### src/rtl/mem_bus_arbiter_pkg.sv
// Shared definitions for the CPU/DMA memory bus arbiter.
package mem_bus_arbiter_pkg;

  typedef enum logic [1:0] {
    NORMAL = 2'b00,
    BURST  = 2'b01,
    YIELD  = 2'b10
  } arb_state_t;

  localparam logic OWN_CPU = 1'b0;
  localparam logic OWN_DMA = 1'b1;

endpackage

### src/rtl/mem_bus_arbiter_sat_counter.sv
// Saturating up-counter with clear priority; flags when the count sits at MAX.
module sat_counter #(
  parameter int MAX = 1
) (
  input  logic clk,
  input  logic rst,
  input  logic i_inc,
  input  logic i_clr,
  output logic o_at_max
);

  localparam int W = (MAX < 1) ? 1 : $clog2(MAX + 1);

  logic [W-1:0] r_cnt;

  always_ff @(posedge clk or posedge rst) begin
    if (rst) begin
      r_cnt <= '0;
    end else if (i_clr) begin
      r_cnt <= '0;
    end else if (i_inc && !o_at_max) begin
      r_cnt <= r_cnt + 1'b1;
    end
  end

  assign o_at_max = (r_cnt == W'(MAX));

endmodule

### src/rtl/mem_bus_arbiter.sv
// Two-master arbiter for the shared synchronous memory port: CPU default
// priority, DMA starvation guard and bounded locked bursts.
module mem_bus_arbiter
  import mem_bus_arbiter_pkg::*;
#(
  parameter int AW        = 16,
  parameter int DW        = 16,
  parameter int MAX_WAIT  = 8,
  parameter int BURST_MAX = 4
) (
  input  logic          clk,
  input  logic          rst,
  input  logic          cpu_req,
  input  logic          cpu_we,
  input  logic [AW-1:0] cpu_addr,
  input  logic [DW-1:0] cpu_wdata,
  output logic          cpu_gnt,
  output logic          cpu_rvalid,
  output logic [DW-1:0] cpu_rdata,
  input  logic          dma_req,
  input  logic          dma_we,
  input  logic [AW-1:0] dma_addr,
  input  logic [DW-1:0] dma_wdata,
  input  logic          dma_lock,
  output logic          dma_gnt,
  output logic          dma_rvalid,
  output logic [DW-1:0] dma_rdata,
  output logic          mem_en,
  output logic          mem_we,
  output logic [AW-1:0] mem_addr,
  output logic [DW-1:0] mem_wdata,
  input  logic [DW-1:0] mem_rdata
);

  arb_state_t r_state, w_next;
  logic       w_wait_max, w_burst_last, w_arb_dma;
  logic       r_rvalid, r_owner;

  sat_counter #(.MAX(MAX_WAIT)) u_wait_cnt (
    .clk      (clk),
    .rst      (rst),
    .i_inc    (dma_req && !dma_gnt && (r_state != YIELD)),
    .i_clr    (dma_gnt || !dma_req),
    .o_at_max (w_wait_max)
  );

  // Saturates one below BURST_MAX so at-max marks the grant that ends the burst.
  sat_counter #(.MAX(BURST_MAX - 1)) u_burst_cnt (
    .clk      (clk),
    .rst      (rst),
    .i_inc    (dma_gnt && ((r_state == BURST) || ((r_state == NORMAL) && dma_lock))),
    .i_clr    (w_next == NORMAL),
    .o_at_max (w_burst_last)
  );

  assign w_arb_dma = dma_req && (!cpu_req || w_wait_max);

  always_ff @(posedge clk or posedge rst) begin
    if (rst) r_state <= NORMAL;
    else     r_state <= w_next;
  end

  always_comb begin
    cpu_gnt = 1'b0;
    dma_gnt = 1'b0;
    w_next  = r_state;
    if (!rst) begin
      case (r_state)
        NORMAL: begin
          dma_gnt = w_arb_dma;
          cpu_gnt = cpu_req && !w_arb_dma;
          if (w_arb_dma && dma_lock) w_next = (BURST_MAX == 1) ? YIELD : BURST;
        end
        BURST: begin
          if (dma_req) begin
            dma_gnt = 1'b1;
            if (w_burst_last)   w_next = YIELD;
            else if (!dma_lock) w_next = NORMAL;
          end else begin
            cpu_gnt = cpu_req;
            w_next  = NORMAL;
          end
        end
        YIELD: begin
          cpu_gnt = cpu_req;
          dma_gnt = dma_req && !cpu_req;
          w_next  = NORMAL;
        end
        default: w_next = NORMAL;
      endcase
    end
  end

  always_comb begin
    mem_we    = 1'b0;
    mem_addr  = '0;
    mem_wdata = '0;
    if (cpu_gnt) begin
      mem_we    = cpu_we;
      mem_addr  = cpu_addr;
      mem_wdata = cpu_wdata;
    end else if (dma_gnt) begin
      mem_we    = dma_we;
      mem_addr  = dma_addr;
      mem_wdata = dma_wdata;
    end
  end

  assign mem_en = cpu_gnt | dma_gnt;

  always_ff @(posedge clk or posedge rst) begin
    if (rst) begin
      r_rvalid <= 1'b0;
      r_owner  <= OWN_CPU;
    end else begin
      r_rvalid <= mem_en && !mem_we;
      r_owner  <= dma_gnt ? OWN_DMA : OWN_CPU;
    end
  end

  assign cpu_rvalid = r_rvalid && (r_owner == OWN_CPU);
  assign dma_rvalid = r_rvalid && (r_owner == OWN_DMA);
  assign cpu_rdata  = mem_rdata;
  assign dma_rdata  = mem_rdata;

endmodule

### config.mk
export PLATFORM = sky130hd
export DESIGN_NAME = mem_bus_arbiter
export DESIGN_NICKNAME = d
export VERILOG_FILES = /design/src/rtl/mem_bus_arbiter_pkg.sv /design/src/rtl/mem_bus_arbiter_sat_counter.sv /design/src/rtl/mem_bus_arbiter.sv
export SDC_FILE = /design/constraint.sdc
export NUM_CORES = 1
export LEC_CHECK = 0
export ABC_AREA = 1
export CAP_MARGIN = 20
export CORE_MARGIN = 2
export CORE_UTILIZATION = 25
export CTS_CLUSTER_DIAMETER = 80
export DETAILED_ROUTE_END_ITERATION = 7
export GPL_ROUTABILITY_DRIVEN = 1
export PLACE_DENSITY = 0.76
export SLEW_MARGIN = 10
export SYNTH_ARGS = -nofsm -noshare
export SYNTH_HDL_FRONTEND = slang
export SYNTH_HIERARCHICAL = 1
export SYNTH_SLANG_ARGS = --single-unit
### constraint.sdc
create_clock -name clk -period 2.7 [get_ports clk]
set_input_delay 0.54 -clock clk [delete_from_list [all_inputs] [get_ports clk]]
set_output_delay 0.54 -clock clk [all_outputs]
set_load 0.01 [all_outputs]
# --- Yosys cells after proc, flatten, opt, wreduce, memory -nomap -nowiden ---
# Index checks and enable logic that the tools add are counted.
totals:
  reg_bits: 10
  inputBits: 87
  elab_cells: 64
op_classes:
  add_sub_neg: 2
  n_eq_ne: 5
  n_mux: 23
  bitwise_logic: 2
  reduce_logical: 27
ops:
  columns: ["op", "count"]
  rows:
  - ["$mux W16", 4]
  - ["$mux W2", 7]
  - ["$logic_and A1 B1 Y1", 13]
  - ["$mux W4", 2]
  - ["$logic_not A1 Y1", 7]
  - ["$mux W1", 7]
  - ["$pmux W1 S3", 2]
  - ["$add A4 B1 Y4 const B", 1]
  - ["$eq A2 B2 Y1 const B", 2]
  - ["$eq A4 B4 Y1 const B", 1]
  - ["$logic_not A2 Y1", 2]
  - ["$pmux W2 S2", 1]
  - ["$reduce_bool A2 Y1", 2]
  - ["$logic_or A1 B1 Y1", 3]
  - ["$add A2 B1 Y2 const B", 1]
  - ["$eq A2 B1 Y1 const B", 1]
  - ["$ne A2 B2 Y1 const B", 1]
  - ["$not A1 Y1", 1]
  - ["$or A1 B1 Y1", 1]

# --- Longest topological paths before layout ---
# Gate-level depths: netlist (run 1).
depth:
  depth_word: 11
  mapped_depth: 16
  depth_no_buf: 16

# --- By module ---
# Netlist (run 1), hierarchy kept.
modules_own_cells:
  columns: ["mod", "instances", "cells_per_inst", "area_each_um2", "seq_area_each_um2"]
  rows:
  - ["mem_bus_arbiter", 1, 182, 949.7, 100.1]
  - ["sat_counter at u_wait_cnt", 1, 32, 237.7, 100.1]
  - ["sat_counter at u_burst_cnt", 1, 14, 110.1, 50.0]

# --- Worst setup path after synthesis (run 1) ---
# Ideal clock, no wire load.
synth_timing:
  path_kind: "flip-flop to output port"
  startpoint: "register u_wait_cnt.r_cnt[0]"
  endpoint: "output port mem_addr[10]"
  arrival_time_ns: 1.483
  slack_ns: 0.677
  path_stages_with_launch: 14
  n_path_buf: 1
  path_cell_list: "dfrtp_1 inv_1 ha_1 nand3_1 inv_1 inv_1 nand2_1 nand3_2 nand3_2 nand2_4 inv_4 buf_4 nand2_1 nand2_1"
synth_via:
  elab_chain_cells: 8
  elab_cells_between_ends: 11
  classes_between: "eq/ne (1); mux (6); reduce/logical (4)"
synth_rtl:
  columns: ["element", "line_no", "rtl"]
  rows:
  - ["start: declaration", "mem_bus_arbiter_sat_counter.sv:14", "logic [W-1:0] r_cnt;"]
  - ["start signal: assignment", "mem_bus_arbiter_sat_counter.sv:22", "r_cnt <= r_cnt + 1'b1;"]
  - ["$eq A4 B4 Y1 *", "mem_bus_arbiter_sat_counter.sv:26", "assign o_at_max = (r_cnt == W'(MAX));"]
  - ["via w_wait_max", "mem_bus_arbiter.sv:36", "logic w_wait_max, w_burst_last, w_arb_dma;"]
  - ["$logic_or A1 B1 Y1 *", "mem_bus_arbiter.sv:56", "assign w_arb_dma = dma_req && (!cpu_req || w_wait_max);"]
  - ["$logic_and A1 B1 Y1 *", "mem_bus_arbiter.sv:56", null]
  - ["$logic_not A1 Y1", "mem_bus_arbiter.sv:71", "cpu_gnt = cpu_req && !w_arb_dma;"]
  - ["$logic_and A1 B1 Y1", "mem_bus_arbiter.sv:71", null]
  - ["$pmux W1 S3", "mem_bus_arbiter.sv:68", "case (r_state)"]
  - ["$mux W1", "mem_bus_arbiter.sv:67", "if (!rst) begin"]
  - ["$mux W16 *", "mem_bus_arbiter.sv:98", "if (cpu_gnt) begin"]
  - ["end: declaration", "mem_bus_arbiter.sv:30", "output logic [AW-1:0] mem_addr,"]
# The timed path passes the listed nets; every way through them passes the cells marked *.

# --- Final worst setup path (run 1) ---
layout_timing:
  startpoint: "input port cpu_req"
  endpoint: "output port cpu_gnt"
layout_via:
  elab_chain_cells: 7
  elab_cells_between_ends: 8
  classes_between: "mux (3); reduce/logical (5)"
layout_rtl:
  columns: ["element", "line_no", "rtl"]
  rows:
  - ["start: declaration", "mem_bus_arbiter.sv:13", "input logic cpu_req,"]
  - ["$logic_not A1 Y1", "mem_bus_arbiter.sv:56", null]
  - ["$logic_or A1 B1 Y1", "mem_bus_arbiter.sv:56", null]
  - ["$logic_and A1 B1 Y1", "mem_bus_arbiter.sv:56", null]
  - ["$logic_not A1 Y1", "mem_bus_arbiter.sv:71", null]
  - ["$logic_and A1 B1 Y1", "mem_bus_arbiter.sv:71", null]
  - ["$pmux W1 S3 *", "mem_bus_arbiter.sv:68", null]
  - ["$mux W1 *", "mem_bus_arbiter.sv:67", null]
  - ["end: declaration", "mem_bus_arbiter.sv:17", "output logic cpu_gnt,"]
# Mark *: on every way between the ends. The rest lies on a longest branch, timed or not.

==> metrics, run 1 <==
HPWL after detailed placement=3670 um; antenna violation net count after detailed routing=0; Worst Reg-to-Reg Cells=17; Max-Cap Viols=0; share of synthesized area occupied by flip-flops and latches=0.193; Max Fanout on Critical Path=16; DRC Markers=0; register-to-register setup slack=about 0.69 ns; average wire length per cell after detail routing=11.5 um; Pwr Total=656 uW; number of hold-repair buffers added at the cts stage=0; clock buffer depth=2; area of all sequential standard cells=250 um2; number of clock sinks=10; Worst Hold End=u_burst_cnt/r_cnt[1]; overall die area=5780 um2; placeable core region=5040 um2; peak supply drop=0.145 mV; required arrival time at the worst endpoint=2.16 ns; number of enable flip-flop cells after synthesis=0; wire length of the first global-routing pass=approximately 7500 um; area leader, netlist=nand2_1; TritonCTS buffer count=3; final slew viol count=0; clock tree root buffer cell=clkbuf_8; Worst-Margin Slew=0.339 ns; commonest cells in the netlist=118 x nand2_1, 35 x buf_4, 14 x inv_1; Area contributors post-synth=nand2_1 34%, buf_4 20%, dfrtp_1 19%; starting utilization of the core area=0.257; Reg-to-Reg End=u_wait_cnt/r_cnt[3]; Synth-to-Final Area Change=80.7%; clk_lat worst skew=0.23 ns; result of the run=complete, no violations; Hold WS=0.506 ns; clock period minus final worst setup slack=2.58 ns; post-CTS setup-driven buffer insertion count=0; number of unique standard cell types used by synthesis=19; clock input transition at the sequential cells of the worst setup and hold paths=0.05 ns; P_leak=1.29 nW; Setup CP Type=in2out; input/output buffers=108; endpoint kind of the worst setup timing path=primary output; share of synthesized flip-flops with an asynchronous set or reset=1.00; Yosys warning total=6; worst flop-to-flop path startpoint=u_wait_cnt/r_cnt[0]; Netlist Area Pre-Place=around 1300 um2; final wirelength=4480 um; final hold violation count=0; maximum number of pins on one net before global-route repair=18; vias post-DR=1637; number of storage elements in the synthesis netlist=10; number of optimization iterations in the first detailed-route pass=4; number of top-level pins=roughly 160; Hold Path Origin=u_burst_cnt/r_cnt[1]; total track usage=0.160; sort of element at the start of the critical path=input port; dominant register cell in the synthesized netlist=dfrtp_1; number of nets in the synthesized netlist=318; period utilisation layout=0.954; via count of the first global-routing pass=roughly 1600; setup violation total in the final timing report=0; Via density=4.20; Yosys top cell area share=0.341; row count=26; post-synthesis area per instance=5.69 um2; multi-input gate area in the final layout=693 um2; type of the worst min-delay path=reg2reg; maximum level of the CTS H-tree=1; power density over the cells=280 nW/um2; total of fill cells in the finished design=524; maximum achievable frequency=388 MHz; Syn Inst Count=228; residual overflow from global routing=0; routability-driven placement congestion ratio=0.857; CTS tree=yes; antenna violations before repair=0; number of stages on the worst hold path=2; data arrival time of the critical path=2.04 ns; layout cell share with drive strength beyond 1=0.166; setup_tns=0 ns; number of nets in the layout=~400; detailed router's first-iteration violation count=60; Die X=76.0 um; cell with the most instances after synthesis=nand2_1; number of cells after detailed placement=between 300 and 400; Final Instance Count excl. Fillers=390; floorplan die height=76.0 um; Antenna Cells=0; Layout Skew=0.000189 ns; Slew HR=0.773
layer usage:
layer  GRT usage  vias up  wire, um
li1            -      847         -
met1       0.178      695      1790
met2       0.282       70      2260
met3      0.0332       25       261
met4      0.0945        0       169
met5           0        -         0
flip-flops by register name, summed over array words and instances, names as in the netlist:
signal / cells
r_owner: 1
r_state: 2
r_rvalid: 1
u_wait_cnt/r_cnt: 4
u_burst_cnt/r_cnt: 2
how the worst max path moves through the flow:
| stage | start | to | slack [ns] | depth (start not counted) |
|---|---|---|---|---|
| CTS | cpu_req | mem_wdata[2] | 0.0009 | 10 |
| finish | cpu_req | cpu_gnt | 0.12 | 8 |
| global route | u_wait_cnt/r_cnt[0] | cpu_gnt | -0.002 | 12 |
| detailed placement | dma_req | mem_wdata[0] | -0.21 | 11 |
| global placement | dma_req | mem_wdata[4] | -0.20 | 11 |
| floorplan | u_wait_cnt/r_cnt[0] | mem_addr[10] | 0.68 | 13 |
cells by family (layout without fill, tap and decap cells):
kind of cell    count (synthesis)  count (layout)  synth area share
compound gates                  6               6            0.0251
fa+ha+maj                       3               3            0.0289
buf+inv                        58             150             0.279
flops                          10              10             0.193
simple gates                  151             151             0.474
cell usage in the layout (no fill, tap or decap), types with 2 or more instances in the layout:
cell	n
ha_1	2
clkbuf_8	4
dlygate4sd2_1	10
clkbuf_2	14
dfrtp_1	10
o21ai_0	2
nor2_1	12
dlymetal6s2s_1	3
nand3_2	2
clkdlybuf4s50_1	71
nand4_1	4
a21oi_1	2
inv_2	6
clkdlybuf4s15_1	8
nand2_1	117
nor2_2	3
buf_4	15
buf_2	2
buf_12	2
inv_1	13
nand3_1	11
power breakdown:
group          total, mW  switching, mW  internal [mW]
Combinational      0.312          0.129          0.184
Sequential         0.162        0.00525          0.157
Clock              0.181         0.0536          0.128
Total              0.656          0.187          0.468
stage by stage:
step / utilization / cell area [um2] / setup WS, ns
after floorplan: - / 1300 / 0.677
after global placement: 0.463 / 2330 / -0.205
after global routing: 0.465 / 2340 / -0.00169
after detailed placement: 0.463 / 2330 / -0.206
final: 0.465 / 2340 / 0.124
after CTS: 0.476 / 2400 / 0.000937
timing repair:
action | in CTS | in global routing
gates cloned | 1 | 0
gates resized for setup | 51 | 32
setup endpoints to repair | 35 | 36
worst max-delay path, stage by stage:
cell	delay, ns
clkdlybuf4s50_1	0.51
nand2_1	0.08
nand3_2	0.09
buf_4	0.12
nand2_2	0.05
inv_2	0.09
bufbuf_16	0.29
dlygate4sd2_1	0.27
layout make-up:
cell class                 count  share of cell area
timing repair buffer         126               0.504
multi-input combinational    160               0.296
sequential                    10               0.107
tap                           70              0.0374
inverter                      20              0.0331
clock buffer                   4              0.0235
(Power assumes the default switching activity.)
==> run 2, diff against run 1 <==
--- a/config.mk
+++ b/config.mk
@@ -5,14 +5,13 @@
 export SDC_FILE = /design/constraint.sdc
 export NUM_CORES = 1
 export LEC_CHECK = 0
-export ABC_AREA = 1
 export CAP_MARGIN = 20
 export CORE_MARGIN = 2
 export CORE_UTILIZATION = 25
 export CTS_CLUSTER_DIAMETER = 80
 export DETAILED_ROUTE_END_ITERATION = 7
 export GPL_ROUTABILITY_DRIVEN = 1
-export PLACE_DENSITY = 0.76
+export PLACE_DENSITY = 0.66
 export SLEW_MARGIN = 10
 export SYNTH_ARGS = -nofsm -noshare
 export SYNTH_HDL_FRONTEND = slang
==> run 2 against run 1 <==
Clock skew increased by 0.00056 ns. First-iteration DRC count decreased by 53%. Die area increased by 33%. Sequential power about the same. Sequential share of layout area decreased by 2.0 points. Clock power increased by 4%. Cell count increased by 1.8%. Via count increased by 0.79%. Synthesized area increased by 35%. Largest power group unchanged. Highest routed layer unchanged.
==> metrics, run 2 <==
result of the run=complete, no violations; number of storage elements in the synthesis netlist=10 (unchanged); required arrival time at the worst endpoint=2.16 ns (about the same); residual overflow from global routing=0 (unchanged); number of nets in the layout=392 (-4.6%); period utilisation layout=0.973 (+0.0191); Top Registers=u_wait_cnt/r_cnt (4), r_state (2), u_burst_cnt/r_cnt (2); setup repair after global routing missed its margin=no; vias post-DR=1650 (+0.79%); Die X=87.6 um (+15%); sort of element at the start of the critical path=input port; final instance area=2890 um2 (+23%); setup_tns=0 ns (unchanged); proportion of power drawn by flip-flops and latches=0.228 (-0.019); commonest non-fill, non-tap cells in the layout=73 x inv_1, 73 x clkdlybuf4s50_1, 28 x o32ai_2, 27 x dlygate4sd2_1, 15 x buf_4; antenna violation net count after detailed routing=0 (unchanged); clock input transition at the sequential cells of the worst setup and hold paths=0.05 ns (about the same); final wirelength=4840 um (+8.1%); multi-input gate area in the final layout=891 um2 (+29%); input/output buffers=108 (unchanged); number of nets in the synthesized netlist=301 (-5.3%); clk_lat worst skew=0.24 ns (about the same); final hold violation count=0 (unchanged); commonest cells in the netlist=73 x inv_1, 33 x buf_4, 28 x o32ai_2; setup violation total in the final timing report=0 (unchanged); dominant register cell in the synthesized netlist=dfrtp_1; Area contributors post-synth=o32ai_2 26%, inv_1 16%, dfrtp_1 14%; number of clock sinks=10 (unchanged); Sw Share=0.285 (-0.000484); total track usage=0.119 (-0.0418); maximum number of pins on one net before global-route repair=34 (+16); antenna violations before repair=0 (unchanged); Max-Cap Viols=0 (unchanged); clock share of power=0.271 (-0.005); wire length of the first global-routing pass=7350 um (-2.3%); endpoint kind of the worst setup timing path=primary output; Yosys warning total=6 (unchanged); total of fill cells in the finished design=690 (+32%); Layout Skew=0.000746 ns (+0.000557 ns); Synth-to-Final Area Change=65.3%; number of flip-flops in the largest register=4 (unchanged); Reg with most FFs=u_wait_cnt/r_cnt; number of unique standard cell types used by synthesis=39 (+20); overall die area=7670 um2 (+33%); area of all sequential standard cells=250 um2 (unchanged); number of top-level pins=157 (unchanged); starting utilization of the core area=0.257 (about the same); data arrival time of the critical path=2.09 ns (+0.05 ns); HPWL after detailed placement=3950 um (+7.6%); Placed Area=2770 um2 (+19%); CTS tree=yes; placeable core region=6790 um2 (+35%); Final Instance Count excl. Fillers=397 (+1.8%); Setup CP Type=in2out; number of enable flip-flop cells after synthesis=0 (unchanged); cell with the most instances after synthesis=inv_1; number of cells after detailed placement=387 (+0.52%); internal cell power=499 uW (+6.6%); DRC Markers=0 (unchanged); number of stages on the worst hold path=2 (unchanged); via count of the first global-routing pass=1624 (-0.67%); type of the worst min-delay path=reg2reg; TritonCTS buffer count=3 (unchanged); number of optimization iterations in the first detailed-route pass=4 (unchanged); maximum achievable frequency=381 MHz (-2.0%); Net Switching=199 uW (+6.3%); number of hold-repair buffers added at the cts stage=0 (unchanged); Worst Reg-to-Reg Cells=13 (-4); dominant combinational cell family by area after synthesis=buffers and inverters; P_leak=1.44 nW (+12%); row count=30 (+15%); Max Fanout on Critical Path=9 (-7); share of synthesized area occupied by flip-flops and latches=0.143 (-0.0496); Slew HR=0.781 (+0.00824); clock buffer depth=2 (unchanged); clock tree root buffer cell=clkbuf_8; Antenna Cells=0 (unchanged); Yosys top cell area share=0.261 (-0.0806); share of synthesized flip-flops with an asynchronous set or reset=1.00 (unchanged); floorplan die height=87.6 um (+15%); clock period minus final worst setup slack=2.63 ns (+0.0515 ns); Synth Area in Simple Gates=0.102 (-0.373); Worst-Margin Slew=0.328 ns (-0.0118 ns); Via density=4.16 (-0.98%); Syn Inst Count=211 (-7.5%); xor and xnor fraction of the mapped netlist area=0.00501 (+0.00501); detailed router's first-iteration violation count=28 (-53%); Netlist Area Pre-Place=1750 um2 (+35%); mux cell area share after synthesis=0.0229 (+0.0229); area leader, netlist=o32ai_2; area fraction in compound gates after synthesis=0.344 (+0.319); Hold WS=0.565 ns (+0.0588 ns); peak supply drop=0.158 mV (+9.2%); adder-cell area share of the yosys netlist=0.0215 (-0.00744); average wire length per cell after detail routing=12.2 um (+6.2%); combinational group share of total power=0.501 (+0.025); final slew viol count=0 (unchanged); post-synthesis area per instance=8.28 um2 (+45%); power density over the cells=242 nW/um2 (-13%); maximum level of the CTS H-tree=1 (unchanged); layout cell share with drive strength beyond 1=0.223 (+0.0570); routability-driven placement congestion ratio=0.752 (-12%)
run 2: cell type report:
type	count	area share
timing repair buffer	130	0.449
tap	96	0.0416
inverter	73	0.0949
clock buffer	4	0.0191
sequential	10	0.0867
multi-input combinational	84	0.309
run 2: through the flow:
step | power, mW | utilization | worst slack (ns)
after floorplan | 0.365 | - | 0.587
after global placement | 0.520 | 0.408 | -0.166
after detailed placement | 0.523 | 0.408 | -0.138
after CTS | 0.701 | 0.417 | 0.0247
after global routing | 0.745 | 0.425 | 0.00714
final | 0.698 | 0.425 | 0.0722
run 2: worst paths after layout:
kind	startpoint	slack (ns)	endpoint
max	cpu_req	0.07	mem_wdata[3]
min in group asynchronous	rst	0.63	u_burst_cnt/r_cnt[0]
min reg2reg	u_burst_cnt/r_cnt[1]	0.56	u_burst_cnt/r_cnt[1]
max reg2reg	u_wait_cnt/r_cnt[0]	0.20	u_burst_cnt/r_cnt[0]
max in group asynchronous	rst	1.85	r_state[0]
min	u_burst_cnt/r_cnt[1]	0.56	u_burst_cnt/r_cnt[1]
run 2: metal layers:
metal | global-route usage | vias to the layer above | wire length [um]
met1 | 0.142 | 741 | 1910
met2 | 0.213 | 65 | 2440
met3 | 0.0207 | 9 | 412
met4 | 0.0392 | 0 | 78
met5 | 0 | - | 0
li1 | - | 835 | -
run 2: power by group through the flow:
stage          Clock, mW  Sequential (mW)  Combinational, mW
6_report           0.189            0.160              0.350
5_1_grt            0.206            0.160              0.379
4_1_cts            0.197            0.159              0.345
3_5_place_dp           0            0.162              0.362
3_3_place_gp           0            0.161              0.359
2_1_floorplan          0            0.161              0.204
run 2: cells by family after synthesis:
logic type / after synthesis
AO/OA/AOI/OAI: 45
AND/OR/NAND/NOR: 32
flip-flops: 10
buffers and inverters: 117
XOR/XNOR: 1
multiplexers: 3
adder cells (fa/ha/maj): 3
run 2: critical path, cell delays in order:
cell and delay (ns):
clkdlybuf4s50_1 0.56, nor2_2 0.08, o211ai_4 0.25, buf_6 0.15, clkbuf_16 0.15, o32ai_2 0.07, dlygate4sd2_1 0.28
run 2: repair_timing:
action                     in CTS  in global routing
setup endpoints to repair      36                 18
resized for setup              37                 12
buffers inserted                4                  1
pin swaps                       1                  0
cloned                          0                  1
==> run 3, diff against run 2 <==
--- a/config.mk
+++ b/config.mk
@@ -5,13 +5,14 @@
 export SDC_FILE = /design/constraint.sdc
 export NUM_CORES = 1
 export LEC_CHECK = 0
+export ABC_AREA = 0
 export CAP_MARGIN = 20
 export CORE_MARGIN = 2
-export CORE_UTILIZATION = 25
+export CORE_UTILIZATION = 32
 export CTS_CLUSTER_DIAMETER = 80
 export DETAILED_ROUTE_END_ITERATION = 7
 export GPL_ROUTABILITY_DRIVEN = 1
-export PLACE_DENSITY = 0.66
+export PLACE_DENSITY = 0.82
 export SLEW_MARGIN = 10
 export SYNTH_ARGS = -nofsm -noshare
 export SYNTH_HDL_FRONTEND = slang
==> run 3 against run 2 <==
Cell count is 5.5% lower. Fmax is 1.6% lower. Via count is 1.2% higher. Die area is 21% lower. Clock skew is 0.0047 ns higher. Global-route usage is 4.3 points higher. Power is 0.77% higher. Critical endpoint is now dma_gnt.
==> metrics, run 3 (synthesis results as in run 2) <==
setup_tns=0 ns (unchanged); number of optimization iterations in the first detailed-route pass=5 (+1); Sw Share=0.288 (+0.00307); Top Registers=u_wait_cnt/r_cnt (4), r_state (2), u_burst_cnt/r_cnt (2); detailed router's first-iteration violation count=33 (+18%); floorplan die height=77.9 um (-11%); Synth-to-Final Area Change=63.6%; final hold violation count=0 (unchanged); Die X=77.9 um (-11%); maximum achievable frequency=375 MHz (-1.6%); DRC Markers=0 (unchanged); Reg with most FFs=u_wait_cnt/r_cnt; type of the worst min-delay path=reg2reg; most common cell after layout, fill and taps aside=inv_1; CTS tree=yes; routability-driven placement congestion ratio=0.772 (+2.6%); antenna violations before repair=0 (unchanged); HPWL after detailed placement=4000 um (+1.2%); placeable core region=5170 um2 (-24%); clock share of power=0.270 (about the same); peak supply drop=0.144 mV (-8.9%); clock period minus final worst setup slack=2.67 ns (+0.0418 ns); number of clock sinks=10 (unchanged); Post-Place Worst Slack=-0.173 ns (-0.0355 ns); commonest non-fill, non-tap cells in the layout=73 x inv_1, 72 x clkdlybuf4s50_1, 28 x o32ai_2, 21 x dlygate4sd2_1, 19 x buf_4; internal cell power=501 uW (+0.33%); vias post-DR=1670 (+1.2%); worst flop-to-flop path startpoint=u_wait_cnt/r_cnt[0]; clock buffer depth=2 (unchanged); setup repair after global routing missed its margin=yes; required arrival time at the worst endpoint=2.16 ns (about the same); average wire length per cell after detail routing=13.3 um (+9.3%); proportion of power drawn by flip-flops and latches=0.227 (about the same); endpoint kind of the worst setup timing path=primary output; Pwr Total=704 uW (+0.77%); final wirelength=5000 um (+3.3%); clock tree root buffer cell=clkbuf_8; Layout Skew=0.00547 ns (+0.00473 ns); setup violation total in the final timing report=0 (unchanged); launch point of the worst path=u_wait_cnt/r_cnt[0]; number of flip-flops in the largest register=4 (unchanged); antenna violation net count after detailed routing=0 (unchanged); Worst-Margin Slew=0.362 ns (+0.0343 ns); clock input transition at the sequential cells of the worst setup and hold paths=0.05 ns (about the same); result of the run=complete, no violations; clk_lat worst skew=0.24 ns (about the same); Hold Path Origin=u_wait_cnt/r_cnt[3]; TritonCTS buffer count=3 (unchanged); Max Fanout on Critical Path=3 (-6); utilization after layout=0.552 (+0.128); power density over the cells=246 nW/um2 (+1.8%); Via density=4.45 (+7.1%); Net Switching=203 uW (+1.8%); residual overflow from global routing=0 (unchanged); sort of element at the start of the critical path=register; starting utilization of the core area=0.338 (+0.0806); number of top-level pins=157 (unchanged); wire length of the first global-routing pass=7860 um (+7.0%); total track usage=0.161 (+0.0425); fin worst setup slack=0.0304 ns (-0.0418 ns); overall die area=6070 um2 (-21%); maximum number of pins on one net before global-route repair=28 (-18%); layout cell share with drive strength beyond 1=0.239 (+0.0168); number of nets in the layout=396 (+1.0%); input/output buffers=108 (unchanged); Slew HR=0.758 (-0.0229); row count=26 (-13%); via count of the first global-routing pass=1636 (+0.74%); maximum level of the CTS H-tree=1 (unchanged); Max-Cap Viols=0 (unchanged); final slew viol count=0 (unchanged); Setup CP Type=reg2out; total of fill cells in the finished design=431 (-38%); P_leak=1.45 nW (+0.42%); data arrival time of the critical path=2.13 ns (+0.04 ns); period utilisation layout=0.989 (+0.0155); combinational group share of total power=0.503 (+0.002); Antenna Cells=0 (unchanged)
==> run 3: area by class of cell <==
class	count	area [um2]	share of cell area
timing repair buffer	134	1300	0.456
inverter	73	274	0.0959
multi-input combinational	84	888	0.311
tap	70	87.6	0.0306
sequential	10	250	0.0876
clock buffer	4	55.1	0.0193
==> run 3: power by group through the flow <==
stage | sequential (mW) | combinational, mW | clock (mW)
finish | 0.160 | 0.354 | 0.190
global placement | 0.161 | 0.358 | 0
floorplan | 0.161 | 0.204 | 0
detailed placement | 0.162 | 0.364 | 0
global route | 0.160 | 0.381 | 0.206
CTS | 0.159 | 0.347 | 0.195
==> run 3: through the flow <==
stage	hold WS (ns)	instances	instance area (um2)
6_report	0.565	375	2860
5_1_grt	0.601	375	2860
4_1_cts	0.553	370	2810
3_5_place_dp	0.540	361	2750
3_3_place_gp	0.528	361	2750
2_1_floorplan	0.281	211	1750
==> run 3: final timing paths <==
path / to / slack, ns / depth (start not counted)
hold / removal: u_wait_cnt/r_cnt[3] / 0.57 / 2
min in group asynchronous: u_burst_cnt/r_cnt[0] / 0.63 / 3
setup / recovery: dma_gnt / 0.03 / 9
max in group asynchronous: u_wait_cnt/r_cnt[2] / 1.86 / 3
hold reg to reg: u_wait_cnt/r_cnt[3] / 0.57 / 2
setup reg to reg: u_burst_cnt/r_cnt[0] / 0.37 / 11
==> run 3: repair_timing <==
item,4_1_cts,5_1_grt
pin swaps,1,1
hold buffers,0,0
setup endpoints to repair,36,27
hold endpoints to repair,0,0
buffers inserted,5,5
gates resized for setup,37,23
==> run 3: worst max-delay path, stage by stage, from the launching register on <==
cell and delay, ns:
dfrtp_1 0.36, inv_1 0.06, ha_1 0.20, nand2_2 0.09, nor2_2 0.05, o21ba_1 0.20
o211ai_4 0.25, buf_4 0.17, inv_1 0.04, clkdlybuf4s50_1 0.47
==> run 3: per-layer routing <==
metal	vias to the layer above	wire length (um)	GRT usage
li1	839	-	-
met1	749	2030	0.190
met2	69	2580	0.286
met3	13	292	0.0302
met4	0	101	0.0607
met5	-	0	0
